$ cat src/rtl/mul_div_unit.sv
// Iterative unsigned multiply / restoring-divide unit with fixed WIDTH-cycle latency.
// Results and zi/ni/ci are registered at completion and accompanied by a one-cycle done/flags_en strobe.
module mul_div_unit #(
    parameter int WIDTH = 16
) (
    input  logic             clk,
    input  logic             rst,
    input  logic             start,
    input  logic             op,
    input  logic [WIDTH-1:0] a,
    input  logic [WIDTH-1:0] b,
    output logic             busy,
    output logic             done,
    output logic [WIDTH-1:0] result_lo,
    output logic [WIDTH-1:0] result_hi,
    output logic             zi,
    output logic             ni,
    output logic             ci,
    output logic             flags_en
);
    localparam int CW = $clog2(WIDTH + 1);

    typedef enum logic [1:0] {IDLE, BUSY, DONE} state_t;

    state_t           state_reg, state_next;
    logic [CW-1:0]    cnt_reg;
    logic             op_reg;
    logic [WIDTH-1:0] a_reg, b_reg;
    logic [2*WIDTH:0] work_reg, work_next;
    logic [WIDTH:0]   mul_upper, div_shift;
    logic [WIDTH+1:0] div_diff;
    logic [WIDTH-1:0] lo_reg, hi_reg;
    logic             zi_reg, ni_reg, ci_reg, done_reg;
    logic             accept, last_iter;

    assign accept    = (state_reg == IDLE) && start;
    assign last_iter = (state_reg == BUSY) && (cnt_reg == CW'(WIDTH - 1));

    always_ff @(posedge clk) begin
        if (rst) begin
            state_reg <= IDLE;
        end else begin
            state_reg <= state_next;
        end
    end

    always_comb begin
        state_next = state_reg;
        case (state_reg)
            IDLE:    if (start) state_next = BUSY;
            BUSY:    if (cnt_reg == CW'(WIDTH - 1)) state_next = DONE;
            DONE:    state_next = IDLE;
            default: state_next = IDLE;
        endcase
    end

    always_comb begin
        busy     = (state_reg != IDLE);
        done     = done_reg;
        flags_en = done_reg;
    end

    // One working register serves both ops: MUL keeps {carry, hi, lo=multiplier},
    // DIV keeps {remainder(WIDTH+1), quotient/dividend(WIDTH)}.
    always_comb begin
        mul_upper = {1'b0, work_reg[2*WIDTH-1:WIDTH]} + (work_reg[0] ? {1'b0, a_reg} : '0);
        div_shift = {work_reg[2*WIDTH-1:WIDTH], work_reg[WIDTH-1]};
        div_diff  = {1'b0, div_shift} - {2'b00, b_reg};
        if (!op_reg) begin
            work_next = {1'b0, mul_upper, work_reg[WIDTH-1:1]};
        end else if (!div_diff[WIDTH+1]) begin
            work_next = {div_diff[WIDTH:0], work_reg[WIDTH-2:0], 1'b1};
        end else begin
            work_next = {div_shift, work_reg[WIDTH-2:0], 1'b0};
        end
    end

    always_ff @(posedge clk) begin
        if (rst) begin
            cnt_reg  <= '0;
            op_reg   <= 1'b0;
            a_reg    <= '0;
            b_reg    <= '0;
            work_reg <= '0;
            lo_reg   <= '0;
            hi_reg   <= '0;
            zi_reg   <= 1'b0;
            ni_reg   <= 1'b0;
            ci_reg   <= 1'b0;
            done_reg <= 1'b0;
        end else begin
            done_reg <= last_iter;
            if (accept) begin
                op_reg   <= op;
                a_reg    <= a;
                b_reg    <= b;
                work_reg <= {{(WIDTH + 1){1'b0}}, (op ? a : b)};
                cnt_reg  <= '0;
            end else if (state_reg == BUSY) begin
                work_reg <= work_next;
                cnt_reg  <= cnt_reg + CW'(1);
            end
            // Both ops leave the low half / high half in the same place, so one mapping suffices.
            if (last_iter) begin
                lo_reg <= work_next[WIDTH-1:0];
                hi_reg <= work_next[2*WIDTH-1:WIDTH];
                zi_reg <= op_reg ? (work_next[WIDTH-1:0] == '0) : (work_next[2*WIDTH-1:0] == '0);
                ni_reg <= work_next[WIDTH-1];
                ci_reg <= op_reg ? (b_reg == '0) : (work_next[2*WIDTH-1:WIDTH] != '0);
            end
        end
    end

    assign result_lo = lo_reg;
    assign result_hi = hi_reg;
    assign zi        = zi_reg;
    assign ni        = ni_reg;
    assign ci        = ci_reg;

endmodule
$ cat config.mk
export PLATFORM = sky130hd
export DESIGN_NAME = mul_div_unit
export DESIGN_NICKNAME = d
export VERILOG_FILES = /design/src/rtl/mul_div_unit.sv
export SDC_FILE = /design/constraint.sdc
export NUM_CORES = 1
export LEC_CHECK = 0
export BUFFER_PORTS_ARGS = -buffer_cell sky130_fd_sc_hd__buf_2
export CELL_PAD_IN_SITES_DETAIL_PLACEMENT = 0
export CELL_PAD_IN_SITES_GLOBAL_PLACEMENT = 2
export CORE_ASPECT_RATIO = 1.4
export CORE_UTILIZATION = 37
export CTS_CLUSTER_DIAMETER = 60
export DETAILED_ROUTE_END_ITERATION = 10
export GPL_ROUTABILITY_DRIVEN = 0
export PLACE_DENSITY_LB_ADDON = 0.1
export REMOVE_ABC_BUFFERS = 1
export SETUP_SLACK_MARGIN = 0.15
export SYNTH_ARGS = -nofsm -noshare
export SYNTH_HDL_FRONTEND = slang
export SYNTH_SLANG_ARGS = --single-unit
$ cat constraint.sdc
create_clock -name clk -period 5.45 [get_ports clk]
set_clock_uncertainty 0.05 [all_clocks]
set_input_delay 1.635 -clock clk [delete_from_list [all_inputs] [get_ports clk]]
set_output_delay 1.635 -clock clk [all_outputs]
set_load 0.02 [all_outputs]
# Word level (Yosys, flattened, before mapping)

Cells that the tools add are included.

Register bits after elaboration: 108
Input bits: 36
Output and inout bits: 38

Add/sub/neg operators: 3
Eq/ne operators: 4
Muxes and demuxes: 11
Reductions and logical operators: 11

Operators by type and width:

| kind                  | number |
|---|---|
| $mux W16              | 4 |
| $mux W32              | 2 |
| $logic_not A16 Y1     | 2 |
| $logic_not A32 Y1     | 1 |
| $sub A17 B16 Y18      | 1 |
| $add A16 B16 Y17      | 1 |
| $reduce_bool A16 Y1   | 1 |
| $add A5 B1 Y5 const B | 1 |
| $eq A5 B4 Y1 const B  | 1 |
| $mux W2               | 2 |
| $ne A2 B2 Y1 const B  | 2 |
| $pmux W2 S2           | 1 |
| $reduce_bool A2 Y1    | 2 |
| $eq A2 B1 Y1 const B  | 1 |
| $logic_and A1 B1 Y1   | 2 |
| $logic_not A2 Y1      | 1 |
| $mux W1               | 2 |
| $reduce_and A2 Y1     | 1 |
| $reduce_or A2 Y1      | 1 |

# Longest topological paths before layout

Gate-level depths: netlist of the first run.

Word-level depth: 5
Depth in mapped cells: 15
Gate-level depth less buffers: 14

# Least setup slack after synthesis of the first run

OpenSTA, ideal clock, no wires.

Path kind: flip-flop to flip-flop
From: register work_reg[0]
To: register zi_reg, in the netlist zi
Setup time: 73 ps
Data arrival time: 3,314 ps
Data required time: 5,327 ps
Setup slack: 2,013 ps
Stages on the path, launching flop included: 16
Period minus slack after synthesis: 3,437 ps
Path through: dfxtp_1 -> clkbuf_1 -> clkbuf_1 -> and2_1 -> ha_1 -> fa_1 -> a21oi_1 -> nor2b_1 -> a31oi_1 -> o311ai_1 -> a31o_2 -> a2111oi_2 -> a2111oi_1 -> nand2b_1 -> o31a_1 -> nor3_2

Word-level cells in the longest chain between the ends: 5

Ends and longest elaborated chain:

| element                                                | RTL line | source |
|---|---|---|
| start: declaration                                     | 29       | `logic [2*WIDTH:0] work_reg, work_next;` |
| start signal: assignment                               | 97       | `work_reg <= {{(WIDTH + 1){1'b0}}, (op ? a : b)};` |
| start signal: assignment                               | 100      | `work_reg <= work_next;` |
| $mux W16                                               | 66       | `mul_upper = {1'b0, work_reg[2*WIDTH-1:WIDTH]} + (work_reg[0] ? {1'b0, a_reg} : '0);` |
| $add A16 B16 Y17                                       | 66       |  |
| $mux W32 *                                             | 69       | `if (!op_reg) begin` |
| $logic_not A32 Y1 or $logic_not A16 Y1 (tied branches) | 107      | `zi_reg <= op_reg ? (work_next[WIDTH-1:0] == '0) : (work_next[2*WIDTH-1:0] == '0);` |
| $mux W1 *                                              | 107      |  |
| end signal: assignment                                 | 107      |  |
| end: declaration                                       | 33       | `logic zi_reg, ni_reg, ci_reg, done_reg;` |

Every way passes the cells marked *; elsewhere a longest branch is shown, timed or not.
A chain may end at the register's enable or synchronous reset.

# Worst setup path after layout of the first run

From: register work_reg[0]
To: register ci_reg, in the netlist ci

Word-level cells in the longest chain between the ends: 5

Ends and longest elaborated chain:

| element                | RTL line | source |
|---|---|---|
| $mux W16               | 66       |  |
| $add A16 B16 Y17       | 66       |  |
| $mux W32               | 69       |  |
| $reduce_bool A16 Y1    | 109      | `ci_reg <= op_reg ? (b_reg == '0) : (work_next[2*WIDTH-1:WIDTH] != '0);` |
| $mux W1                | 109      |  |
| end signal: assignment | 109      |  |
| end: declaration       | 33       |  |

No other way between the ends.

==> results.env, run 1 <==
RUN_STATUS='finished clean'
SYNTH_ASYNC_SR_FLOP_SHARE_PCT=0
ANTENNA_CELLS_INSERTED=0
DIE_WIDTH_MICRONS=113
WL_MM=19.7
CTS_SETUP_BUFFERS=0
DR.PASS1.ITERS=4
RSZ0062_AT_GRT='no'
PRE_CTS_SLACK_NS=1.62
GRT_BUSIEST_LAYER='met2'
PATH_CELLS='and2_1 -> ha_1 -> fa_1 -> a21oi_1 -> nor2b_1 -> a31oi_1 -> o311ai_1 -> a31o_2 -> a2111oi_2 -> a2111oi_1 -> nand2b_1 -> o31ai_1 -> a311oi_1'
CTS_TREE='built'
POWERDENSITY_nW_PER_UM2=275
DRT-WIRELENGTH-PER-CELL_MICRONS=18.8
DP_CELLS=1034
MAX-CAP-VIOLATIONS=0
TIMING.MAX_SLEW.REL_SLACK_PCT=20.4
LAYOUT.CELLS.MOST_COMMON='sky130_fd_sc_hd__nand2_1'
TIMING.FINAL.HOLD_VIOLATIONS=0
DRT.ANTENNA.VIOLATING_NETS=0
PATH_MAX_FANOUT=19
TRITONCTS.NUM_BUFFERS=9
GLOBAL_ROUTE.USAGE.MET3_PCT=2.83
MAX_CLOCK_FREQ_MHz=259
SYN_INST=805
FINALCRITICALPERIOD_NS=3.86
GRT.MET2_USAGE_PCT=40.8
MAXIMUM_NUMBER_OF_PINS_ON_ONE_NET_BEFORE_GLOBAL_ROUTE_REPAIR=87
SYN-MEAN-INSTANCE-AREA_SQ_UM=7.87
SLOWEST_DELAY_NS=0.49
GLOBALROUTE.TOTALOVERFLOW=0
POST_SYNTH_INSTANCE_AREA_SQ_UM=6340
YOSYSWARNINGS=0
VIAS_IN_THE_FIRST_GLOBAL_ROUTE=5694
TIMING.CRITICAL_PATH.SLOWEST_STAGE_CELL='sky130_fd_sc_hd__dfxtp_1'
KIND_OF_LAUNCH_POINT_OF_THE_WORST_SETUP_PATH='flop'
GRT_FIRST_PASS_WIRELENGTH_MM=31.5
HTREE_NUM_LEVELS=3
IR_DROP_mV=0.151
FIN_SETUP_TNS_NS=0
HOLD_BUFFERS=0
FINAL_NET_COUNT=914
CLOCK_INSERTION_DELAY_WORST_SKEW_NS=0.36
CORE_SQ_UM=16700
ROWS=56
IO_BUFFER_COUNT=73
DIE-HEIGHT_MICRONS=157
POWER.TOTAL_mW=1.95
MAX_SLEW.WORST_PIN.SLEW_NS=1.19
SYNTHFLOPTYPE='sky130_fd_sc_hd__dfxtp_1'
EFFECTIVE_UTILIZATION_AT_FLOORPLAN_PCT=37.8
LARGEST_REG_FLOPS=32
FINAL_CELL_MIX='127 x sky130_fd_sc_hd__nand2_1, 106 x sky130_fd_sc_hd__dfxtp_1, 86 x sky130_fd_sc_hd__a21oi_1, 82 x sky130_fd_sc_hd__nor2_1, 73 x sky130_fd_sc_hd__buf_2'
DIE_AREA_SQ_UM=17700
POSTLAYOUTSETUPSLACKWORST_NS=1.59
HOLD_PATH.CLASS='reg -> reg'
WORST_PATH_CLK_SLEW_NS=0.08
CTS_RESIZED=0
HPWLAFTERDP_MM=14.3
MULTI_INPUT_AREA_SQ_UM=3890
FINALMAXSLEWVIOLATIONS=0
SYNTH.LIB_CELLS_USED.DISTINCT=65
REMAINING_DRC_ERRORS=0
WORST_SETUP_PATH_END_KIND='flop'
AVGVIACOUNTPERCELL=5.55
NUM_IO_PINS=74
SYNTH_EDF_COUNT=0
CLK_TREE_ROOT_CELL='sky130_fd_sc_hd__clkbuf_16'
YOSYSSEQAREASHARE_PCT=33.8
FINAL-INSTANCE-COUNT-EXCL-FILL=1049
WORST-PATH-BUF-INV=0
CLOCK_TREE.BUFFER_DEPTH=2
DRT_ITER0_DRC=210
P_LEAK_nW=2.91
GLOBAL_ROUTE_MET1_USAGE_PCT=29.4
CRITICAL_PATH_CLASS='reg -> reg'
CP.ARRIVAL_NS=3.99
CTS.SINKS=107
N_FILL_CELL=1749
LAYOUT-DRIVE-GT1-SHARE_PCT=13.2
REPORT.FINAL.SETUP_VIOL=0
GRT_USAGE_PCT=23.4
REGISTER_AREA_SQ_UM=2140
CRITICAL-PATH-TOP-DELAY-FAMILY='compound AO/OA/AOI/OAI gates'
SYNTH_SEQ_CELLS=107
SYNTHTOLAYOUTAREAGROWTH_PCT=11.7
VIAS=5822
POST_ROUTE_FRACTION_OF_THE_PERIOD_CONSUMED_BY_THE_CRITICAL_PATH_PCT=70.9
ANTENNA_FOUND_INITIAL=0
WORSTPATHREQUIRED_NS=5.58
[cell families after synthesis]
logic type	Yosys count	synth area share, %
and+or+nand+nor	298	20.9
adders and majority gates	36	7.35
buffers and inverters	77	4.84
DFF	107	33.8
AOI/OAI and AO/OA	222	23.1
xor gates and xnor gates	28	3.87
muxes	37	6.14
[final timing paths]
path / start / end / slack [ns] / cells after the start
setup / recovery: work_reg[0] / ci / 1.59 / 13
hold reg to reg: result_hi[1] / result_hi[1] / 0.40 / 2
hold / removal: result_hi[1] / result_hi[1] / 0.40 / 2
setup reg to reg: work_reg[0] / ci / 1.59 / 13
[worst register-to-register path, cell delays in order, from the launching register on]
cell,delay (ns)
sky130_fd_sc_hd__dfxtp_1,0.49
sky130_fd_sc_hd__and2_1,0.26
sky130_fd_sc_hd__ha_1,0.20
sky130_fd_sc_hd__fa_1,0.41
sky130_fd_sc_hd__a21oi_1,0.17
sky130_fd_sc_hd__nor2b_1,0.07
sky130_fd_sc_hd__a31oi_1,0.43
sky130_fd_sc_hd__o311ai_1,0.21
sky130_fd_sc_hd__a31o_2,0.31
sky130_fd_sc_hd__a2111oi_2,0.38
sky130_fd_sc_hd__a2111oi_1,0.14
sky130_fd_sc_hd__nand2b_1,0.18
sky130_fd_sc_hd__o31ai_1,0.27
sky130_fd_sc_hd__a311oi_1,0.12
[routing by layer]
metal	vias to the layer above	wire length (microns)	share of wire, %
li1	2920	-	-
met1	2761	8950	45
met2	120	9700	49
met3	21	654	3.3
met4	0	444	2.2
met5	-	0	0
[area by class of cell]
cell class | count | area share (%)
Multi-Input combinational cell | 621 | 55.0
Inverter | 23 | 1.22
Clock buffer | 9 | 3.18
Sequential cell | 107 | 30.3
Timing Repair Buffer | 80 | 5.90
Clock inverter | 6 | 0.866
Tap cell | 203 | 3.59
[cell usage after synthesis (5+ instances only)]
master	number	area, sq um
sky130_fd_sc_hd__nand2_1	127	477
sky130_fd_sc_hd__dfxtp_1	107	2140
sky130_fd_sc_hd__a21oi_1	86	430
sky130_fd_sc_hd__nor2_1	82	308
sky130_fd_sc_hd__a211oi_1	63	473
sky130_fd_sc_hd__clkbuf_1	42	158
sky130_fd_sc_hd__ha_1	34	425
sky130_fd_sc_hd__mux2i_1	34	340
sky130_fd_sc_hd__inv_1	23	86.3
sky130_fd_sc_hd__and2_1	21	131
sky130_fd_sc_hd__nor3_1	17	85.1
sky130_fd_sc_hd__xor2_1	16	140
sky130_fd_sc_hd__a21o_1	14	105
sky130_fd_sc_hd__xnor2_1	12	105
sky130_fd_sc_hd__a31oi_1	9	56.3
sky130_fd_sc_hd__nand4_1	8	50.1
sky130_fd_sc_hd__buf_1	7	26.3
sky130_fd_sc_hd__o21ai_0	7	35.0
sky130_fd_sc_hd__and3_1	6	37.5
sky130_fd_sc_hd__nand2b_1	6	37.5
sky130_fd_sc_hd__nand3_1	6	30.0
sky130_fd_sc_hd__nor4_1	6	37.5
sky130_fd_sc_hd__o21ai_1	6	30.0
sky130_fd_sc_hd__o211ai_1	5	37.5
sky130_fd_sc_hd__or3_1	5	31.3
[through the flow]
stage | area [sq um] | util [%] | hold WS (ns)
2_1_floorplan | 6120 | - | 0.376
3_3_place_gp | 6790 | 40.6 | 0.389
3_5_place_dp | 6790 | 40.6 | 0.395
4_1_cts | 7080 | 42.3 | 0.406
5_1_grt | 7080 | 42.3 | 0.428
6_report | 7080 | 42.3 | 0.404
[report_power, final]
| group | leakage, nW | internal (mW) | switching, mW |
|---|---|---|---|
| combinational | 1.90 | 0.166 | 0.280 |
| sequential | 0.872 | 0.813 | 0.0367 |
| clock | 0.137 | 0.320 | 0.332 |
No activity file was read; power rests on OpenSTA's default activity.
==> run 2, diff against run 1 <==
--- a/config.mk
+++ b/config.mk
@@ -5,11 +5,12 @@
 export SDC_FILE = /design/constraint.sdc
 export NUM_CORES = 1
 export LEC_CHECK = 0
+export ABC_AREA = 1
 export BUFFER_PORTS_ARGS = -buffer_cell sky130_fd_sc_hd__buf_2
 export CELL_PAD_IN_SITES_DETAIL_PLACEMENT = 0
 export CELL_PAD_IN_SITES_GLOBAL_PLACEMENT = 2
 export CORE_ASPECT_RATIO = 1.4
-export CORE_UTILIZATION = 37
+export CORE_UTILIZATION = 29
 export CTS_CLUSTER_DIAMETER = 60
 export DETAILED_ROUTE_END_ITERATION = 10
 export GPL_ROUTABILITY_DRIVEN = 0
==> constraint.sdc (replaced) <==
create_clock -name clk -period 3.2 [get_ports clk]
set_clock_uncertainty 0.05 [all_clocks]
set_input_delay 0.96 -clock clk [delete_from_list [all_inputs] [get_ports clk]]
set_output_delay 0.96 -clock clk [all_outputs]
set_load 0.02 [all_outputs]
==> run 2 against run 1 <==
- clock-buffer cell count grew 3
- global-route usage shrank 1.8 points
- area after synthesis grew 7.3%
- first-iteration DRC count grew 73%
- flip-flop and latch count is the same
- wire length grew 26%
- highest routed layer unchanged
- sequential share of layout area shrank 3.2 points
- die area grew 36%
- total power grew 95%
- critical path depth grew 6
==> results.env, run 2 <==
POWER.INTERNAL_mW=2.48  # was 1.30 mW
CTS_TREE='built'  # unchanged
HOLD_PATH.CLASS='reg -> reg'  # unchanged
SYNTHTOLAYOUTAREAGROWTH_PCT=16.5  # was 11.7%
DRT_ITER0_DRC=364  # was 210
P_LEAK_nW=3.97  # was 2.91 nW
CTS.SINKS=107  # unchanged
POST_ROUTE_FRACTION_OF_THE_PERIOD_CONSUMED_BY_THE_CRITICAL_PATH_PCT=84.1  # was 70.9%
HTREE_NUM_LEVELS=3  # unchanged
FINAL_CELL_MIX='241 x sky130_fd_sc_hd__nand2_1, 139 x sky130_fd_sc_hd__inv_1, 111 x sky130_fd_sc_hd__o21ai_0, 107 x sky130_fd_sc_hd__nor2_1, 105 x sky130_fd_sc_hd__dfxtp_1'  # was 127 x sky130_fd_sc_hd__nand2_1, 106 x sky130_fd_sc_hd__dfxtp_1, 86 x sky130_fd_sc_hd__a21oi_1, 82 x sky130_fd_sc_hd__nor2_1, 73 x sky130_fd_sc_hd__buf_2
SYNTH.LIB_CELLS_USED.DISTINCT=40  # was 65
YS_TOP_CELLS_BY_COUNT='242 x sky130_fd_sc_hd__nand2_1, 139 x sky130_fd_sc_hd__inv_1, 112 x sky130_fd_sc_hd__o21ai_0'  # was 127 x sky130_fd_sc_hd__nand2_1, 107 x sky130_fd_sc_hd__dfxtp_1, 86 x sky130_fd_sc_hd__a21oi_1
ANTENNA_FOUND_INITIAL=0  # unchanged
TIMING.CRITICAL_PATH.SLOWEST_STAGE_CELL='sky130_fd_sc_hd__ha_1'  # was sky130_fd_sc_hd__dfxtp_1
FINAL_NET_COUNT=1177  # was 914
YOSYSWARNINGS=0  # unchanged
SLOWEST_DELAY_NS=0.38  # was 0.49 ns
HPWLAFTERDP_MM=19.6  # was 14.3 mm
SYN-MEAN-INSTANCE-AREA_SQ_UM=6.55  # was 7.87 sq um
FINALMAXSLEWVIOLATIONS=0  # unchanged
WORST_SETUP_PATH_END_KIND='flop'  # unchanged
CLK_TREE_ROOT_CELL='sky130_fd_sc_hd__clkbuf_16'  # unchanged
MAX-CAP-VIOLATIONS=0  # unchanged
DRT-WIRELENGTH-PER-CELL_MICRONS=17.7  # was 18.8 microns
SYN_INST=1038  # was 805
GRT_USAGE_PCT=21.5  # was 23.4%
CTS_SETUP_BUFFERS=0  # unchanged
CRIT_PATH_DEPTH=19  # was 13
IO_BUFFER_COUNT=73  # unchanged
AVGVIACOUNTPERCELL=4.80  # was 5.55
VIAS=6778  # was 5822
WORST_PATH_MOST_REPEATED_CELL='sky130_fd_sc_hd__nand2_1'
NUM_IO_PINS=74  # unchanged
SYNTH_SEQ_CELLS=107  # unchanged
YOSYSTOPAREACELL='sky130_fd_sc_hd__dfxtp_1'  # unchanged
SYNTH_EDF_COUNT=0  # unchanged
CLOCK_TREE.BUFFER_DEPTH=2  # unchanged
M1WIRELENGTH_MM=11.2  # was 8.95 mm
TIMING.HOLD.WS_NS=0.410  # was 0.404 ns
CORE_SQ_UM=22800  # was 16700 sq um
DRT.ANTENNA.VIOLATING_NETS=0  # unchanged
MAXUSEDROUTINGLAYER='met4'  # unchanged
TIMING.MAX_SLEW.REL_SLACK_PCT=56.4  # was 20.4%
DETAILROUTE.WIRELENGTH.MET2_MM=12.5  # was 9.70 mm
DETAILROUTE.WIRELENGTH.MET3_MICRONS=682  # was 654 microns
POST-SYNTH-TOP-AREA-FRACTION_PCT=31.5  # was 33.8%
TIMING.FINAL.HOLD_VIOLATIONS=0  # unchanged
CRITICAL_PATH_CLASS='reg -> reg'  # unchanged
POWER.TOTAL_mW=3.79  # was 1.95 mW
YOSYSSEQAREASHARE_PCT=31.5  # was 33.8%
ROWS=65  # was 56
REMAINING_DRC_ERRORS=0  # unchanged
KIND_OF_LAUNCH_POINT_OF_THE_WORST_SETUP_PATH='flop'  # unchanged
POST_SYNTH_INSTANCE_AREA_SQ_UM=6800  # was 6340 sq um
IR_DROP_mV=0.276  # was 0.151 mV
PATH_CELLS='inv_1 -> ha_1 -> nand2_2 -> nor2_2 -> nand3_2 -> nand3_2 -> nand2_4 -> nand2_4 -> buf_4 -> nand2_1 -> nand3_1 -> nand2_1 -> nor2_1 -> nand2_1 -> nor2_1 -> nand2_1 -> nand2_2 -> nand2_2 -> a21oi_2'  # was and2_1 -> ha_1 -> fa_1 -> a21oi_1 -> nor2b_1 -> a31oi_1 -> o311ai_1 -> a31o_2 -> a2111oi_2 -> a2111oi_1 -> nand2b_1 -> o31ai_1 -> a311oi_1
LARGEST_REG_FLOPS=32  # unchanged
MAX_CLOCK_FREQ_MHz=372  # was 259 MHz
WORST-R2R-SETUP-SLACK_NS=0.51  # was 1.59 ns
MAX_SLEW.WORST_PIN.SLEW_NS=0.653  # was 1.19 ns
DR.PASS1.ITERS=6  # was 4
POST-SYNTH-TOP-COUNT-CELL='sky130_fd_sc_hd__nand2_1'  # unchanged
WORSTPATHREQUIRED_NS=3.45  # was 5.58 ns
FF2FF_PATH_DEPTH=19  # was 13
CP.ARRIVAL_NS=2.94  # was 3.99 ns
SYNTH_ASYNC_SR_FLOP_SHARE_PCT=0  # unchanged
EFFECTIVE_UTILIZATION_AT_FLOORPLAN_PCT=29.8  # was 37.8%
WHS_PATH_DEPTH=2  # unchanged
SW_FRAC_OF_TOTAL_PCT=34.5  # was 33.3%
RSZ0062_AT_GRT='no'  # unchanged
PATH_MAX_FANOUT=10  # was 19
SEQPWRFRAC_PCT=38.6  # was 43.7%
LAYOUT.CELLS.MOST_COMMON='sky130_fd_sc_hd__nand2_1'  # unchanged
AREA_CONTRIBUTORS_POST_SYNTH='sky130_fd_sc_hd__dfxtp_1 32%, sky130_fd_sc_hd__nand2_1 13%, sky130_fd_sc_hd__o21ai_0 8.2%'  # was sky130_fd_sc_hd__dfxtp_1 34%, sky130_fd_sc_hd__nand2_1 7.5%, sky130_fd_sc_hd__a211oi_1 7.5%
WL_MM=25.0  # was 19.7 mm
REPORT.FINAL.SETUP_VIOL=0  # unchanged
GRT_FIRST_PASS_WIRELENGTH_MM=39.4  # was 31.5 mm
HOLD_BUFFERS=0  # unchanged
WORST_PATH_CLK_SLEW_NS=0.07  # was 0.08 ns
SYNTHFLOPTYPE='sky130_fd_sc_hd__dfxtp_1'  # unchanged
GLOBALROUTE.TOTALOVERFLOW=0  # unchanged
NETSWITCHINGPOWER_mW=1.31  # was 648 uW
PWR-SHARE-COMB_PCT=27.7  # was 22.9%
TRITONCTS.NUM_BUFFERS=9  # unchanged
CLOCK_INSERTION_DELAY_WORST_SKEW_NS=0.37  # was 0.36 ns
FINALCRITICALPERIOD_NS=2.69  # was 3.86 ns
POWER.CLOCK.FRACTION_PCT=33.7  # was 33.5%
LAYOUT-DRIVE-GT1-SHARE_PCT=15.3  # was 13.2%
DIE_AREA_SQ_UM=24100  # was 17700 sq um
DIE_WIDTH_MICRONS=131  # was 113 microns
CTS_RESIZED=0  # unchanged
POWERDENSITY_nW_PER_UM2=479  # was 275 nW/um^2
CRITICAL-PATH-TOP-DELAY-FAMILY='simple AND/OR/NAND/NOR gates'  # was compound AO/OA/AOI/OAI gates
VIAS_IN_THE_FIRST_GLOBAL_ROUTE=6929  # was 5694
RUN_STATUS='finished clean'  # unchanged
MAXIMUM_NUMBER_OF_PINS_ON_ONE_NET_BEFORE_GLOBAL_ROUTE_REPAIR=49  # was 87
ANTENNA_CELLS_INSERTED=0  # unchanged
DIE-HEIGHT_MICRONS=183  # was 157 microns
WORST-PATH-BUF-INV=2  # was 0
run 2: changes by cell type after synthesis, sizes merged, moves of 15 or more:
cell and delta:
inv +121, nand2 +123, o21ai +99, mux2i -35, and2 -19, a211oi -63
nor2 +34, a21oi -34, nand3 +73, nand4 +15
run 2: cell type report:
type / count / area, sq um
fillers: 2571 / 14900
multi-input cells: 739 / 3920
flip-flops and latches: 107 / 2140
repair buffers: 103 / 603
inverters: 145 / 544
well taps: 301 / 377
clock buffers: 12 / 256
clock inverters: 4 / 77.6
run 2: worst paths after layout:
kind,from,end
worst max-delay path,b_reg[7],zi
worst min-delay path,result_lo[2],result_lo[2]
worst max register to register,b_reg[7],zi
worst min register to register,result_lo[2],result_lo[2]
run 2: kinds of logic after synthesis:
| family | after synthesis | synth area share [%] |
|---|---|---|
| and+or+nand+nor | 489 | 32.4 |
| AOI/OAI and AO/OA | 203 | 16.7 |
| buffers and inverters | 192 | 11.1 |
| DFF | 107 | 31.5 |
| adders and majority gates | 36 | 6.85 |
| xor gates and xnor gates | 10 | 1.29 |
| muxes | 1 | 0.166 |
run 2: power groups by stage:
stage	Combinational [mW]	Clock, mW	Sequential, mW
after floorplan	0.695	0	1.47
after CTS	1.06	1.32	1.46
after global placement	1.07	0	1.50
final	1.05	1.28	1.46
after detailed placement	1.06	0	1.49
after global routing	1.19	1.37	1.47
run 2: metrics by stage:
step                      utilization (%)  area (sq um)  setup slack [ns]  std cells  setup TNS (ns)
final                                34.8          7920             0.510       1411               0
after global routing                 34.8          7920             0.156       1411               0
after detailed placement             33.2          7570             0.297       1395               0
after CTS                            34.7          7900             0.291       1411               0
after floorplan                         -          6580            -0.565        991           -8.32
after global placement               33.2          7570             0.259       1395               0
run 2: per-layer routing:
layer  vias to the layer above  global-route usage (%)
li1                       3531                       -
met1                      3111                    26.3
met2                       112                    39.0
met3                        24                    2.54
met4                         0                    7.12
met5                         -                       0
run 2: tightest hold or removal path, stage by stage, from the launching register on:
cell,delay (ns)
sky130_fd_sc_hd__dfxtp_1,0.31
sky130_fd_sc_hd__nand2_1,0.05
sky130_fd_sc_hd__a21oi_1,0.05
==> run 3, diff against run 2 <==
==> constraint.sdc (replaced) <==
create_clock -name clk -period 2.41 [get_ports clk]
set_clock_uncertainty 0.05 [all_clocks]
set_input_delay 0.723 -clock clk [delete_from_list [all_inputs] [get_ports clk]]
set_output_delay 0.723 -clock clk [all_outputs]
set_load 0.02 [all_outputs]
==> run 3 against run 2 <==
- combinational power grew 100%
- cell count grew 10%
- die area is the same
- sequential power grew 34%
- worst hold slack gained 0.0066 ns
- the run now ends with setup timing left
- critical endpoint unchanged
- critical path depth shrank 3
- critical path type unchanged
==> results.env, run 3 (synthesis results as in run 2) <==
TIMING.CRITICAL_PATH.SLOWEST_STAGE_CELL='sky130_fd_sc_hd__dfxtp_4'  # was sky130_fd_sc_hd__ha_1
POSTLAYOUTSETUPSLACKWORST_NS=-0.0191  # was 0.510 ns
POWER.TOTAL_mW=5.69  # was 3.79 mW
GRT_USAGE_PCT=22.2  # was 21.5%
PWR-SHARE-COMB_PCT=37.1  # was 27.7%
POWERDENSITY_nW_PER_UM2=570  # was 479 nW/um^2
HOLD_PATH.CLASS='reg -> reg'  # unchanged
FINAL-INSTANCE-COUNT-EXCL-FILL=1558  # was 1411
DR.PASS1.ITERS=4  # was 6
DRT.ANTENNA.VIOLATING_NETS=0  # unchanged
CORE_SQ_UM=22800  # unchanged
NUM_IO_PINS=74  # unchanged
WL_MM=26.7  # was 25.0 mm
DIE_AREA_SQ_UM=24100  # unchanged
POWER.CLOCK.FRACTION_PCT=28.4  # was 33.7%
P_LEAK_nW=4.82  # was 3.97 nW
CP.ARRIVAL_NS=2.68  # was 2.94 ns
RUN_STATUS='finished with violations'  # was finished clean
M1WIRELENGTH_MM=11.5  # was 11.2 mm
MAXUSEDROUTINGLAYER='met4'  # unchanged
N_FILL_CELL=2453  # was 2571
TRITONCTS.NUM_BUFFERS=9  # unchanged
WORSTPATHREQUIRED_NS=2.66  # was 3.45 ns
FINAL_CELL_MIX='195 x sky130_fd_sc_hd__nand2_1, 160 x sky130_fd_sc_hd__buf_4, 111 x sky130_fd_sc_hd__inv_1, 101 x sky130_fd_sc_hd__o21ai_0, 90 x sky130_fd_sc_hd__nor2_1'  # was 241 x sky130_fd_sc_hd__nand2_1, 139 x sky130_fd_sc_hd__inv_1, 111 x sky130_fd_sc_hd__o21ai_0, 107 x sky130_fd_sc_hd__nor2_1, 105 x sky130_fd_sc_hd__dfxtp_1
FINAL_DESIGN_AREA_NO_FILL_SQ_UM=9990  # was 7920 sq um
CLOCK_INSERTION_DELAY_WORST_SKEW_NS=0.37  # about the same
RSZ0062_AT_GRT='yes'  # was no
DRT-WIRELENGTH-PER-CELL_MICRONS=17.1  # was 17.7 microns
EFFECTIVE_UTILIZATION_AT_FLOORPLAN_PCT=29.8  # unchanged
SYNTHTOLAYOUTAREAGROWTH_PCT=46.9  # was 16.5%
FINALCRITICALPERIOD_NS=2.43  # was 2.69 ns
VIAS=7401  # was 6778
LAYOUT.CELLS.MOST_COMMON='sky130_fd_sc_hd__nand2_1'  # unchanged
CLOCK_TREE.BUFFER_DEPTH=2  # unchanged
PATH_CELLS='nand2_2 -> inv_2 -> ha_4 -> fa_2 -> buf_6 -> buf_6 -> xnor2_2 -> nor2_1 -> nand3b_1 -> nor2_1 -> nand2_2 -> nor2_2 -> nand2_2 -> nand2_2 -> nand2_2 -> a21oi_2'  # was inv_1 -> ha_1 -> nand2_2 -> nor2_2 -> nand3_2 -> nand3_2 -> nand2_4 -> nand2_4 -> buf_4 -> nand2_1 -> nand3_1 -> nand2_1 -> nor2_1 -> nand2_1 -> nor2_1 -> nand2_1 -> nand2_2 -> nand2_2 -> a21oi_2
ROWS=65  # unchanged
IO_BUFFER_COUNT=73  # unchanged
FINALMAXSLEWVIOLATIONS=0  # unchanged
CRITICAL_PATH_CLASS='reg -> reg'  # unchanged
DETAILROUTE.WIRELENGTH.MET3_MICRONS=663  # was 682 microns
TIMING.FINAL.HOLD_VIOLATIONS=0  # unchanged
VIAS_IN_THE_FIRST_GLOBAL_ROUTE=7317  # was 6929
SLOWEST_DELAY_NS=0.39  # was 0.38 ns
POST_ROUTE_FRACTION_OF_THE_PERIOD_CONSUMED_BY_THE_CRITICAL_PATH_PCT=101  # was 84.1%
DIE_WIDTH_MICRONS=131  # unchanged
GRT_FIRST_PASS_WIRELENGTH_MM=40.6  # was 39.4 mm
FAILED_CHECKS='setup timing'
IR_DROP_mV=0.337  # was 0.276 mV
ANTENNA_CELLS_INSERTED=0  # unchanged
WORST-R2R-SETUP-SLACK_NS=-0.02  # was 0.51 ns
POWER.INTERNAL_mW=3.67  # was 2.48 mW
MAX-CAP-VIOLATIONS=0  # unchanged
MAX_CLOCK_FREQ_MHz=412  # was 372 MHz
DRT_ITER0_DRC=267  # was 364
TIMING.HOLD.WS_NS=0.416  # was 0.410 ns
HTREE_NUM_LEVELS=3  # unchanged
REPORT.FINAL.SETUP_VIOL=1  # was 0
CTS_TREE='built'  # unchanged
ANTENNA_FOUND_INITIAL=0  # unchanged
AVGVIACOUNTPERCELL=4.75  # was 4.80
DETAILROUTE.WIRELENGTH.MET2_MM=13.9  # was 12.5 mm
CTS.SINKS=107  # unchanged
PRE_CTS_SLACK_NS=-0.460  # was 0.297 ns
GLOBALROUTE.TOTALOVERFLOW=0  # unchanged
TIMING.MAX_SLEW.REL_SLACK_PCT=64.9  # was 56.4%
FINAL_UTIL_PCT=43.9  # was 34.8%
DIE-HEIGHT_MICRONS=183  # unchanged
SEQPWRFRAC_PCT=34.4  # was 38.6%
SW_FRAC_OF_TOTAL_PCT=35.5  # was 34.5%
FINAL_NET_COUNT=1324  # was 1177
WORST_PATH_MOST_REPEATED_CELL='sky130_fd_sc_hd__nand2_2'  # was sky130_fd_sc_hd__nand2_1
REMAINING_DRC_ERRORS=0  # unchanged
WORST_SETUP_PATH_END_KIND='flop'  # unchanged
DP_CELLS=1523  # was 1395
LARGEST_REG_FLOPS=32  # unchanged
CLK_TREE_ROOT_CELL='sky130_fd_sc_hd__clkbuf_16'  # unchanged
WORST_PATH_CLK_SLEW_NS=0.08  # was 0.07 ns
KIND_OF_LAUNCH_POINT_OF_THE_WORST_SETUP_PATH='flop'  # unchanged
MAXIMUM_NUMBER_OF_PINS_ON_ONE_NET_BEFORE_GLOBAL_ROUTE_REPAIR=49  # unchanged
MAX_SLEW.WORST_PIN.SLEW_NS=0.527  # was 0.653 ns
NETSWITCHINGPOWER_mW=2.02  # was 1.31 mW
FIN_SETUP_TNS_NS=-0.0191  # was 0 ns
DPL-INSTANCE-AREA_SQ_UM=8570  # was 7570 sq um
LAYOUT-DRIVE-GT1-SHARE_PCT=39.5  # was 15.3%
PATH_MAX_FANOUT=8  # was 10
HPWLAFTERDP_MM=20.4  # was 19.6 mm
## run 3: critical path: cells and delay by family (launching register included)
| kind | cells | cell delay (ns) |
|---|---|---|
| AO/OA/AOI/OAI | 1 | 0.10 |
| XOR/XNOR | 1 | 0.14 |
| adder cells (fa/ha/maj) | 2 | 0.55 |
| buffers and inverters | 3 | 0.28 |
| flip-flops | 1 | 0.39 |
| AND/OR/NAND/NOR | 9 | 0.85 |
## run 3: per-layer routing
layer / vias to the layer above / track usage, %
met2: 94 / 41.1
met3: 30 / 2.32
met1: 3447 / 26.6
met5: - / 0
met4: 0 / 7.58
li1: 3830 / -
## run 3: worst paths after layout
| kind | startpoint | cells past startpoint | endpoint |
|---|---|---|---|
| worst max-delay path | work_reg[0] | 16 | zi |
| worst min-delay path | result_lo[12] | 2 | result_lo[12] |
| worst max register to register | work_reg[0] | 16 | zi |
| worst min register to register | result_lo[12] | 2 | result_lo[12] |
## run 3: final cells by class
cell class / count / area, sq um / area share (%)
Clock buffer: 10 / 239 / 2.39
Clock inverter: 6 / 78.8 / 0.789
Inverter: 145 / 557 / 5.58
Multi-Input combinational cell: 739 / 4750 / 47.6
Sequential cell: 107 / 2180 / 21.8
Tap cell: 301 / 377 / 3.77
Timing Repair Buffer: 250 / 1800 / 18.0
## run 3: timing repair
item / in CTS / in global routing
gates resized for setup: 82 / 172
setup endpoints to repair: 36 / 36
hold buffers: 0 / 0
pin swaps: 18 / 75
buffers inserted: 6 / 13
## run 3: power groups by stage
| stage | Clock, mW | Combinational [mW] | Sequential, mW |
|---|---|---|---|
| after floorplan | 0 | 0.923 | 1.96 |
| after global placement | 0 | 1.78 | 1.99 |
| after detailed placement | 0 | 1.77 | 1.99 |
| after CTS | 1.68 | 1.91 | 1.95 |
| after global routing | 1.74 | 2.32 | 1.97 |
| final | 1.62 | 2.11 | 1.96 |
